## src/rtl/panel_pkg.sv

```systemverilog
// panel_pkg: constants shared between the front-panel renderer and the LED sampler.
//   LED vector layout (36 bits): addr[15:0], data[23:16], stat[31:24], other[35:32].
//   DEF_CNT_W / DEF_THRESH_SHIFT are the default counter width and duty-threshold shift.
package panel_pkg;
  localparam int N_ADDR  = 16;
  localparam int N_DATA  = 8;
  localparam int N_STAT  = 8;
  localparam int N_OTHER = 4;
  localparam int N_LED   = 36;

  localparam int OFS_ADDR  = 0;
  localparam int OFS_DATA  = 16;
  localparam int OFS_STAT  = 24;
  localparam int OFS_OTHER = 32;

  localparam int DEF_CNT_W        = 16;
  localparam int DEF_THRESH_SHIFT = 1;
endpackage

```

## src/rtl/led_duty_counter.sv

```systemverilog
// led_duty_counter: one saturating per-LED on-counter plus the duty-threshold compare.
//   Only elaborated when PANEL_LED_DUTY_EN is defined (duty mode).
// Ports:
//   clk, reset : clock, synchronous active-high reset
//   clr        : frame boundary; the counter restarts from 0 on the next edge
//   inc_en     : a sample is taken this cycle (already gated by saturation)
//   lamp       : raw lamp value for this LED
//   smp_cnt    : registered frame sample count (without this cycle's sample)
//   lit        : threshold result including this cycle's sample
`ifdef PANEL_LED_DUTY_EN
module led_duty_counter #(
  parameter int CNT_W        = 16,
  parameter int THRESH_SHIFT = 1
) (
  input  logic             clk,
  input  logic             reset,
  input  logic             clr,
  input  logic             inc_en,
  input  logic             lamp,
  input  logic [CNT_W-1:0] smp_cnt,
  output logic             lit
);
  // Compare width carries the shifted on-count without truncation.
  localparam int CMP_W = CNT_W + THRESH_SHIFT;

  logic [CNT_W-1:0] on_cnt_q, on_cnt_d;
  logic [CNT_W-1:0] on_eff, smp_eff;
  logic [CMP_W-1:0] on_scaled, smp_ext;

  always_comb begin
    // Counts as they stand after this cycle's sample, so a sample on the
    // boundary cycle is part of the closing frame's decision.
    on_eff    = on_cnt_q + CNT_W'(inc_en & lamp);
    smp_eff   = smp_cnt + CNT_W'(inc_en);
    on_scaled = CMP_W'(on_eff) << THRESH_SHIFT;
    smp_ext   = CMP_W'(smp_eff);
    lit       = (on_scaled >= smp_ext) && (on_eff != '0);
    on_cnt_d  = clr ? '0 : on_eff;
  end

  always_ff @(posedge clk) begin
    if (reset) on_cnt_q <= '0;
    else       on_cnt_q <= on_cnt_d;
  end
endmodule
`endif

```

## src/rtl/panel_led_sampler.sv

```systemverilog
// panel_led_sampler: samples CPU bus/status lamps on cpu_ce and updates the front-panel
// LED outputs only at frame boundaries (falling edge of active-low vga_vs).
// Build option PANEL_LED_DUTY_EN:
//   defined   : duty mode, LED lit if (on_cnt << THRESH_SHIFT) >= smp_cnt and on_cnt != 0
//   undefined : snapshot mode, LED = last sampled lamp value in the frame
// Ports:
//   clk, reset            : clock, synchronous active-high reset
//   cpu_ce                : sample strobe
//   cpu_addr/data/status/other : raw lamps (16/8/8/4)
//   vga_vs                : panel vsync, active-low
//   addrLEDs/dataLEDs/statusLEDs/otherLEDs : registered LED outputs
//   frame_tick            : one-cycle pulse in the cycle the LED outputs update
module panel_led_sampler
  import panel_pkg::*;
#(
  parameter int CNT_W        = DEF_CNT_W,
  parameter int THRESH_SHIFT = DEF_THRESH_SHIFT
) (
  input  logic               clk,
  input  logic               reset,
  input  logic               cpu_ce,
  input  logic [N_ADDR-1:0]  cpu_addr,
  input  logic [N_DATA-1:0]  cpu_data,
  input  logic [N_STAT-1:0]  cpu_status,
  input  logic [N_OTHER-1:0] cpu_other,
  input  logic               vga_vs,
  output logic [N_ADDR-1:0]  addrLEDs,
  output logic [N_DATA-1:0]  dataLEDs,
  output logic [N_STAT-1:0]  statusLEDs,
  output logic [N_OTHER-1:0] otherLEDs,
  output logic               frame_tick
);
  logic [N_LED-1:0] lamps;
  logic [N_LED-1:0] leds_q, leds_d;
  logic [N_LED-1:0] new_leds;
  logic             have_smp;
  logic             vs_q, vs_d;
  logic             armed_q, armed_d;
  logic             frame_tick_q, frame_tick_d;
  logic             bnd;

  assign lamps = {cpu_other, cpu_status, cpu_data, cpu_addr};

  // armed_q blocks boundaries until vga_vs has been seen high after reset, so a
  // vsync held low across reset release does not look like a falling edge.
  always_comb begin
    bnd          = vs_q & ~vga_vs & armed_q;
    vs_d         = vga_vs;
    armed_d      = armed_q | vga_vs;
    frame_tick_d = bnd;
    leds_d       = leds_q;
    if (bnd && have_smp) leds_d = new_leds;
  end

  always_ff @(posedge clk) begin
    if (reset) begin
      vs_q         <= 1'b1;
      armed_q      <= 1'b0;
      leds_q       <= '0;
      frame_tick_q <= 1'b0;
    end else begin
      vs_q         <= vs_d;
      armed_q      <= armed_d;
      leds_q       <= leds_d;
      frame_tick_q <= frame_tick_d;
    end
  end

`ifdef PANEL_LED_DUTY_EN
  logic [CNT_W-1:0] smp_cnt_q, smp_cnt_d;
  logic             inc_en;
  logic [N_LED-1:0] lit_vec;

  // Once smp_cnt saturates every counter stops, preserving the duty ratio.
  always_comb begin
    inc_en    = cpu_ce & (smp_cnt_q != '1);
    smp_cnt_d = bnd ? '0 : smp_cnt_q + CNT_W'(inc_en);
    have_smp  = (smp_cnt_q != '0) | inc_en;
    new_leds  = lit_vec;
  end

  always_ff @(posedge clk) begin
    if (reset) smp_cnt_q <= '0;
    else       smp_cnt_q <= smp_cnt_d;
  end

  for (genvar i = 0; i < N_LED; i++) begin : g_led
    led_duty_counter #(
      .CNT_W        (CNT_W),
      .THRESH_SHIFT (THRESH_SHIFT)
    ) u_cnt (
      .clk     (clk),
      .reset   (reset),
      .clr     (bnd),
      .inc_en  (inc_en),
      .lamp    (lamps[i]),
      .smp_cnt (smp_cnt_q),
      .lit     (lit_vec[i])
    );
  end
`else
  // The counter parameters have no effect here beyond sizing the seen flag;
  // a nonsensical parameter set collapses it to zero width and fails elaboration.
  localparam int SEEN_W = (CNT_W >= 1 && THRESH_SHIFT >= 0) ? 1 : 0;

  logic [N_LED-1:0]  shadow_q, shadow_d;
  logic [SEEN_W-1:0] seen_q, seen_d;

  // A sample on the boundary cycle bypasses the shadow so it still lands in
  // the closing frame.
  always_comb begin
    shadow_d = cpu_ce ? lamps : shadow_q;
    seen_d   = bnd ? '0 : (seen_q | SEEN_W'(cpu_ce));
    have_smp = seen_q[0] | cpu_ce;
    new_leds = cpu_ce ? lamps : shadow_q;
  end

  always_ff @(posedge clk) begin
    if (reset) begin
      shadow_q <= '0;
      seen_q   <= '0;
    end else begin
      shadow_q <= shadow_d;
      seen_q   <= seen_d;
    end
  end
`endif

  assign addrLEDs   = leds_q[OFS_ADDR  +: N_ADDR];
  assign dataLEDs   = leds_q[OFS_DATA  +: N_DATA];
  assign statusLEDs = leds_q[OFS_STAT  +: N_STAT];
  assign otherLEDs  = leds_q[OFS_OTHER +: N_OTHER];
  assign frame_tick = frame_tick_q;
endmodule

```

## config.mk

```make
export PLATFORM = sky130hd
export DESIGN_NAME = panel_led_sampler
export DESIGN_NICKNAME = d
export VERILOG_FILES = /design/src/rtl/panel_pkg.sv /design/src/rtl/led_duty_counter.sv /design/src/rtl/panel_led_sampler.sv
export SDC_FILE = /design/constraint.sdc
export NUM_CORES = 1
export LEC_CHECK = 0
export ABC_AREA = 1
export BUFFER_PORTS_ARGS = -buffer_cell sky130_fd_sc_hd__buf_2
export CELL_PAD_IN_SITES_DETAIL_PLACEMENT = 1
export CELL_PAD_IN_SITES_GLOBAL_PLACEMENT = 1
export CORE_ASPECT_RATIO = 1.5
export CORE_MARGIN = 10
export CORE_UTILIZATION = 39
export CTS_BUF_LIST = sky130_fd_sc_hd__clkbuf_4
export DETAILED_ROUTE_END_ITERATION = 8
export PLACE_DENSITY = 0.91
export REMOVE_ABC_BUFFERS = 1
export SLEW_MARGIN = 0
export SYNTH_ARGS = -nofsm -noshare
export SYNTH_HDL_FRONTEND = slang
export SYNTH_HIERARCHICAL = 1
export SYNTH_SLANG_ARGS = --single-unit
```

## constraint.sdc

```tcl
create_clock -name clk -period 1.3 [get_ports clk]
set_input_delay 0.39 -clock clk [delete_from_list [all_inputs] [get_ports clk]]
set_output_delay 0.39 -clock clk [all_outputs]
set_load 0.1 [all_outputs]
```

==> impl_metrics.tcl, run 1 <==
set metrics [dict create \
    outcome "complete, but fails checks" \
    violations "setup timing" \
    cpPeakStageDelay_ps 400 \
    grtUsageTotal_pct 22.12 \
    slew_headroom_pct 81.04 \
    post-place-cells 657 \
    drv_slew 0 \
    post-route-cell-area_um2 5076 \
    drtAntennaViolNets 0 \
    num_rows 40 \
    final-seq-area_um2 1595 \
    cts_tree "built" \
    synth.mux.area_fraction_pct 0 \
    grt_overflow 0 \
    min_period_ps 1447 \
    cts.htree.levels 3 \
    p_per_area_nw_per_um2 1174 \
    ir_worst_vdd_mv 0.9194 \
    critical_path_class "flop to primary output" \
    drcViolationCount 0 \
    seq_area_frac_synth_pct 46.39 \
    ys_warn_count 6 \
    post_synth_xor_area_fraction_pct 0 \
    finalHoldViolCount 0 \
    setup_ws_ps -147.5 \
    die_x_um 94.87 \
    worst_ep_required_time_ps 910 \
    clock_skew_ps 19.94 \
    clock-root-buffer "clkbuf_4" \
    cts_sinks 76 \
    holdWs_ps 208.3 \
    fmaxAchievable_mhz 690.9 \
    design_power_total_mw 5.961 \
    grt_pass1_vias 3915 \
    fin_util_pct 62.61 \
    fin_crit_sh_pct 111.3 \
    path_clk_slew_ps 150 \
    syn-cell-area_um2 3279 \
    drt_iter0_drc 327 \
    synth-compound-area-share_pct 0 \
    num-fill-cells 1007 \
    clk_latency_ps 470 \
    cts_inserted_buffers 9 \
    die_area_um2 12550 \
    setup_viol 58 \
    crit_arrival_ps 1060 \
    ys_seq_elements 76 \
    hold_path_class "primary input to flop" \
    die_height_um 132.3 \
    syn2layout_area_growth_pct 54.79 \
    drt-total-wl_um 16390 \
    synth_cell_types 17 \
    power.leakage_nw 2.487 \
    pre_cts_ws_ps -471.4 \
    num_vias 3736 \
    crit_chain "buf_12" \
    synth-simple-area-share_pct 39.91 \
    antenna_found_initial 1 \
    synthCells 473 \
    core_area_um2 8108 \
    cp_top_family "flip-flops" \
    grt_max_degree 37 \
    synth_top_family_by_area "simple AND/OR/NAND/NOR gates" \
    tightest_slew_ps 283.4 \
    cts.path.max_buffers 2 \
    initial_core_util_pct 40.45 \
    first_pass_iters 5 \
    synth.avg_cell_area_um2 6.933 \
    gp_congestion 0.7473 \
    synthAdderAreaFrac_pct 0 \
    worst_setup_path_start_kind "flop" \
    critPathMaxFanout 2 \
    cp_slowest_cell "dfxtp_2" \
    routedWlPerCell_um 23.52 \
    holdBufCountCts 0 \
    instances_no_fill 697 \
    timing.max_cap.violations 0 \
    multi_input_comb_area_um2 1383 \
    tns_ps -4884 \
    hpwl_um 7827 \
    dpl_cell_area_um2 4446 \
    cp.buffers_inverters 1 \
    worstSetupEndpointType "primary output" \
    finalNetCount 627 \
    grt_pass1_wl_um 21450 \
    ios 77 \
    layout-drive-gt1-share_pct 41.46 \
    avgViaCountPerCell 5.360 \
    rsz0062_at_grt "yes" \
    port_buffers 76 \
]
-- cell usage after synthesis --
library cell	count	area (um2)
nand2_2	24	150.1
dfxtp_1	76	1521
nand2_1	122	457.9
nor2_1	95	356.6
buf_4	9	67.56
clkbuf_1	1	3.750
buf_6	4	45.04
nor3_1	1	5.000
inv_2	3	11.26
inv_1	72	270.3
nor2_2	16	100.1
nand3_1	33	165.2
nor2_4	3	33.78
nand3_2	4	40.04
buf_1	2	7.510
inv_6	1	8.760
buf_2	7	35.03
-- state kept, by name, summed over array words and instances (netlist names) --
| register | cells |
|---|---|
| shadow_q | 36 |
| leds_q | 36 |
| seen_q | 1 |
| frame_tick | 1 |
| armed_q | 1 |
| vs_q | 1 |
-- cell usage in the layout (no fill, tap or decap) --
master      netlist  routed
nor2_1           95      93
nand2_2          24      26
nor2_4            3       4
clkinvlp_4        0       1
inv_1            72      72
diode_2           0       1
nand3_1          33      25
clkbuf_4          0      10
nand3_2           4      12
buf_16            0       2
buf_6             4       2
inv_6             1       1
inv_2             3       3
buf_2             7      39
dfxtp_4           0      10
clkbuf_16         0       4
nor2_2           16      18
nand2_1         122     119
buf_12            0      45
clkinv_2          0       2
bufinv_16         0       2
nor3_2            0       1
dfxtp_1          76      37
buf_4             9      33
dfxtp_2           0      29
nand2_4           0       1
-- kinds of logic (layout without fill, tap and decap cells) --
logic type / after synthesis / in the layout
simple gates: 298 / 299
flops: 76 / 76
other cells: 0 / 1
buf+inv: 99 / 216
-- tightest hold or removal path: stages --
cell and delay (ps):
buf_2 100, inv_2 50, nand2_1 100
-- routing by layer --
metal  vias to the layer above  share of wire (%)  global-route usage [%]
li1                       1604                  -                       -
met1                      1827                 35                   21.79
met2                       232                 52                   39.35
met3                        73                6.7                   5.929
met4                         0                5.6                   13.19
met5                         -                  0                       0
-- path summary, 6_finish.rpt --
path,cells past startpoint,from,end,slack (ps)
setup / recovery,1,leds_q[18],dataLEDs[2],-150
hold / removal,3,vga_vs,vs_q,210
setup reg to reg,8,armed_q,leds_q[22],-90
hold reg to reg,2,vs_q,frame_tick,510
-- final cells by class --
cell class              count  share of cell area (%)
multi-input cells         299                   27.24
flip-flops and latches     76                   31.43
repair buffers            125                   29.97
well taps                 105                   2.588
diodes                      1                 0.04930
inverters                  76                   5.719
clock inverters             5                   1.528
clock buffers              10                   1.479
-- what timing repair did --
item / CTS / global route
buffers inserted: 9 / 7
gates resized for setup: 48 / 20
endpoints found under the setup margin: 73 / 73
pin swaps: 3 / 4
cloned: 3 / 5
-- report_power, final --
part	internal [mW]	total, mW	switching [mW]	leakage, nW
logic	0.590	1.64	1.05	1.76
registers	2.47	2.58	0.107	0.646
clock network	0.785	1.75	0.963	0.0822
No activity file was read; power rests on OpenSTA's default activity.
==> run 2: changes to the inputs <==
--- a/config.mk
+++ b/config.mk
@@ -11,10 +11,10 @@
 export CELL_PAD_IN_SITES_GLOBAL_PLACEMENT = 1
 export CORE_ASPECT_RATIO = 1.5
 export CORE_MARGIN = 10
-export CORE_UTILIZATION = 39
+export CORE_UTILIZATION = 42
 export CTS_BUF_LIST = sky130_fd_sc_hd__clkbuf_4
 export DETAILED_ROUTE_END_ITERATION = 8
-export PLACE_DENSITY = 0.91
+export PLACE_DENSITY = 0.95
 export REMOVE_ABC_BUFFERS = 1
 export SLEW_MARGIN = 0
 export SYNTH_ARGS = -nofsm -noshare
==> constraint.sdc (replaced) <==
create_clock -name clk -period 1.9 [get_ports clk]
set_input_delay 0.57 -clock clk [delete_from_list [all_inputs] [get_ports clk]]
set_output_delay 0.57 -clock clk [all_outputs]
set_load 0.1 [all_outputs]
==> run 2 against run 1 <==
  * The flow now finishes without violations
  * Global-route usage is 7.2 points lower
  * Utilization is 13 points lower
  * Critical endpoint is now addrLEDs[8]
  * Sequential power is 33% lower
  * Non-clock buffer count is 44 lower
==> impl_metrics.tcl, run 2 (same netlist as run 1, synthesis figures left out) <==
set metrics [dict create \
    worstSetupEndpointType "primary output" \
    core_area_um2 7612 \
    cp_top_family "buffers and inverters" \
    clk_latency_ps 430 \
    cpPeakStageDelay_ps 440 \
    gp_congestion 0.7397 \
    post-route-cell-area_um2 3786 \
    min_period_ps 1815 \
    port_buffers 76 \
    drv_slew 0 \
    first_pass_iters 4 \
    syn2layout_area_growth_pct 15.45 \
    finalHoldViolCount 0 \
    cts.path.max_buffers 2 \
    tns_ps 0 \
    critPathMaxFanout 2 \
    fin_util_pct 49.74 \
    worst_ep_required_time_ps 1330 \
    post-place-cells 633 \
    timing.max_cap.violations 0 \
    num-fill-cells 1074 \
    grt_pass1_vias 3119 \
    fin_crit_sh_pct 95.52 \
    post_cts_buffers 0 \
    ir_worst_vdd_mv 0.3588 \
    hpwl_um 6082 \
    p_per_area_nw_per_um2 862.0 \
    tightest_slew_ps 886.4 \
    die_x_um 92.15 \
    design_power_total_mw 3.264 \
    slew_headroom_pct 40.76 \
    cp.buffers_inverters 1 \
    grtUsageTotal_pct 14.88 \
    grt_overflow 0 \
    die_area_um2 11820 \
    mostFrequentLayoutCell "nand2_1" \
    cp_slowest_cell "buf_2" \
    diodes 0 \
    clock-root-buffer "clkbuf_4" \
    grt_pass1_wl_um 14290 \
    final-seq-area_um2 1521 \
    power.leakage_nw 2.038 \
    avgViaCountPerCell 4.542 \
    crit_arrival_ps 1240 \
    crit_chain "buf_2" \
    post_cts_resized 0 \
    grt_max_degree 39 \
    hold_path_class "primary input to flop" \
    critical_path_class "flop to primary output" \
    rsz0062_at_grt "no" \
    cts_inserted_buffers 9 \
    reg.largest.list "leds_q (36), shadow_q (36)" \
    die_height_um 128.2 \
    layout_common_cells "nand2_1 (122), nor2_1 (95), dfxtp_1 (76), buf_2 (76), inv_1 (72)" \
    finalNetCount 582 \
    antenna_found_initial 0 \
    ios 77 \
    cts_sinks 76 \
    fmaxAchievable_mhz 551.0 \
    outcome "finished, final reports clean" \
    cts.htree.levels 3 \
    cts_tree "built" \
    drt_iter0_drc 178 \
    instances_no_fill 648 \
    drtAntennaViolNets 0 \
    num_rows 39 \
    holdBufCountCts 0 \
    drcViolationCount 0 \
    path_clk_slew_ps 110 \
    drt-total-wl_um 8775 \
    initial_core_util_pct 43.08 \
    layout-drive-gt1-share_pct 26.19 \
    num_vias 2943 \
    dpl_cell_area_um2 3691 \
    clock_skew_ps 9.719 \
    routedWlPerCell_um 13.54 \
    multi_input_comb_area_um2 1309 \
    worst_setup_path_start_kind "flop" \
    setup_viol 0 \
]
## run 2: final cells by class
cell class | count | area share [%]
Clock buffer | 10 | 1.983
Clock inverter | 5 | 0.5288
Inverter | 76 | 7.667
Multi-Input combinational cell | 298 | 34.57
Sequential cell | 76 | 40.19
Tap cell | 102 | 3.371
Timing Repair Buffer | 81 | 11.70
## run 2: power breakdown
group,leakage [nW],internal [mW],switching (mW)
clock,0.0562,0.258,0.540
combinational,1.36,0.175,0.567
sequential,0.626,1.69,0.0355
total,2.04,2.12,1.14
## run 2: path summary, 6_finish.rpt
kind	from	to	slack, ps	depth (start not counted)
worst max-delay path	leds_q[8]	addrLEDs[8]	90	1
worst min-delay path	vga_vs	vs_q	410	3
worst max register to register	armed_q	leds_q[20]	340	4
worst min register to register	leds_q[19]	leds_q[19]	490	2
## run 2: stage by stage
stage / setup WS [ps] / hold slack, ps
2_1_floorplan: 405.1 / 469.2
3_3_place_gp: 86.22 / 458.6
3_5_place_dp: -3.719 / 468.5
4_1_cts: 61.40 / 385.1
5_1_grt: 33.77 / 416.4
6_report: 85.13 / 410.6
## run 2: tightest hold or removal path, cell delays in order
cell and delay [ps]:
buf_2 130, inv_2 50, nand2_1 70
## run 2: metal layers
| metal | track usage, % | part of all wire [%] | up-vias |
|---|---|---|---|
| met3 | 3.517 | 3.5 | 16 |
| met4 | 7.013 | 2.2 | 0 |
| met1 | 15.36 | 42 | 1366 |
| met5 | 0 | 0 | - |
| met2 | 27.38 | 52 | 54 |
| li1 | - | - | 1507 |
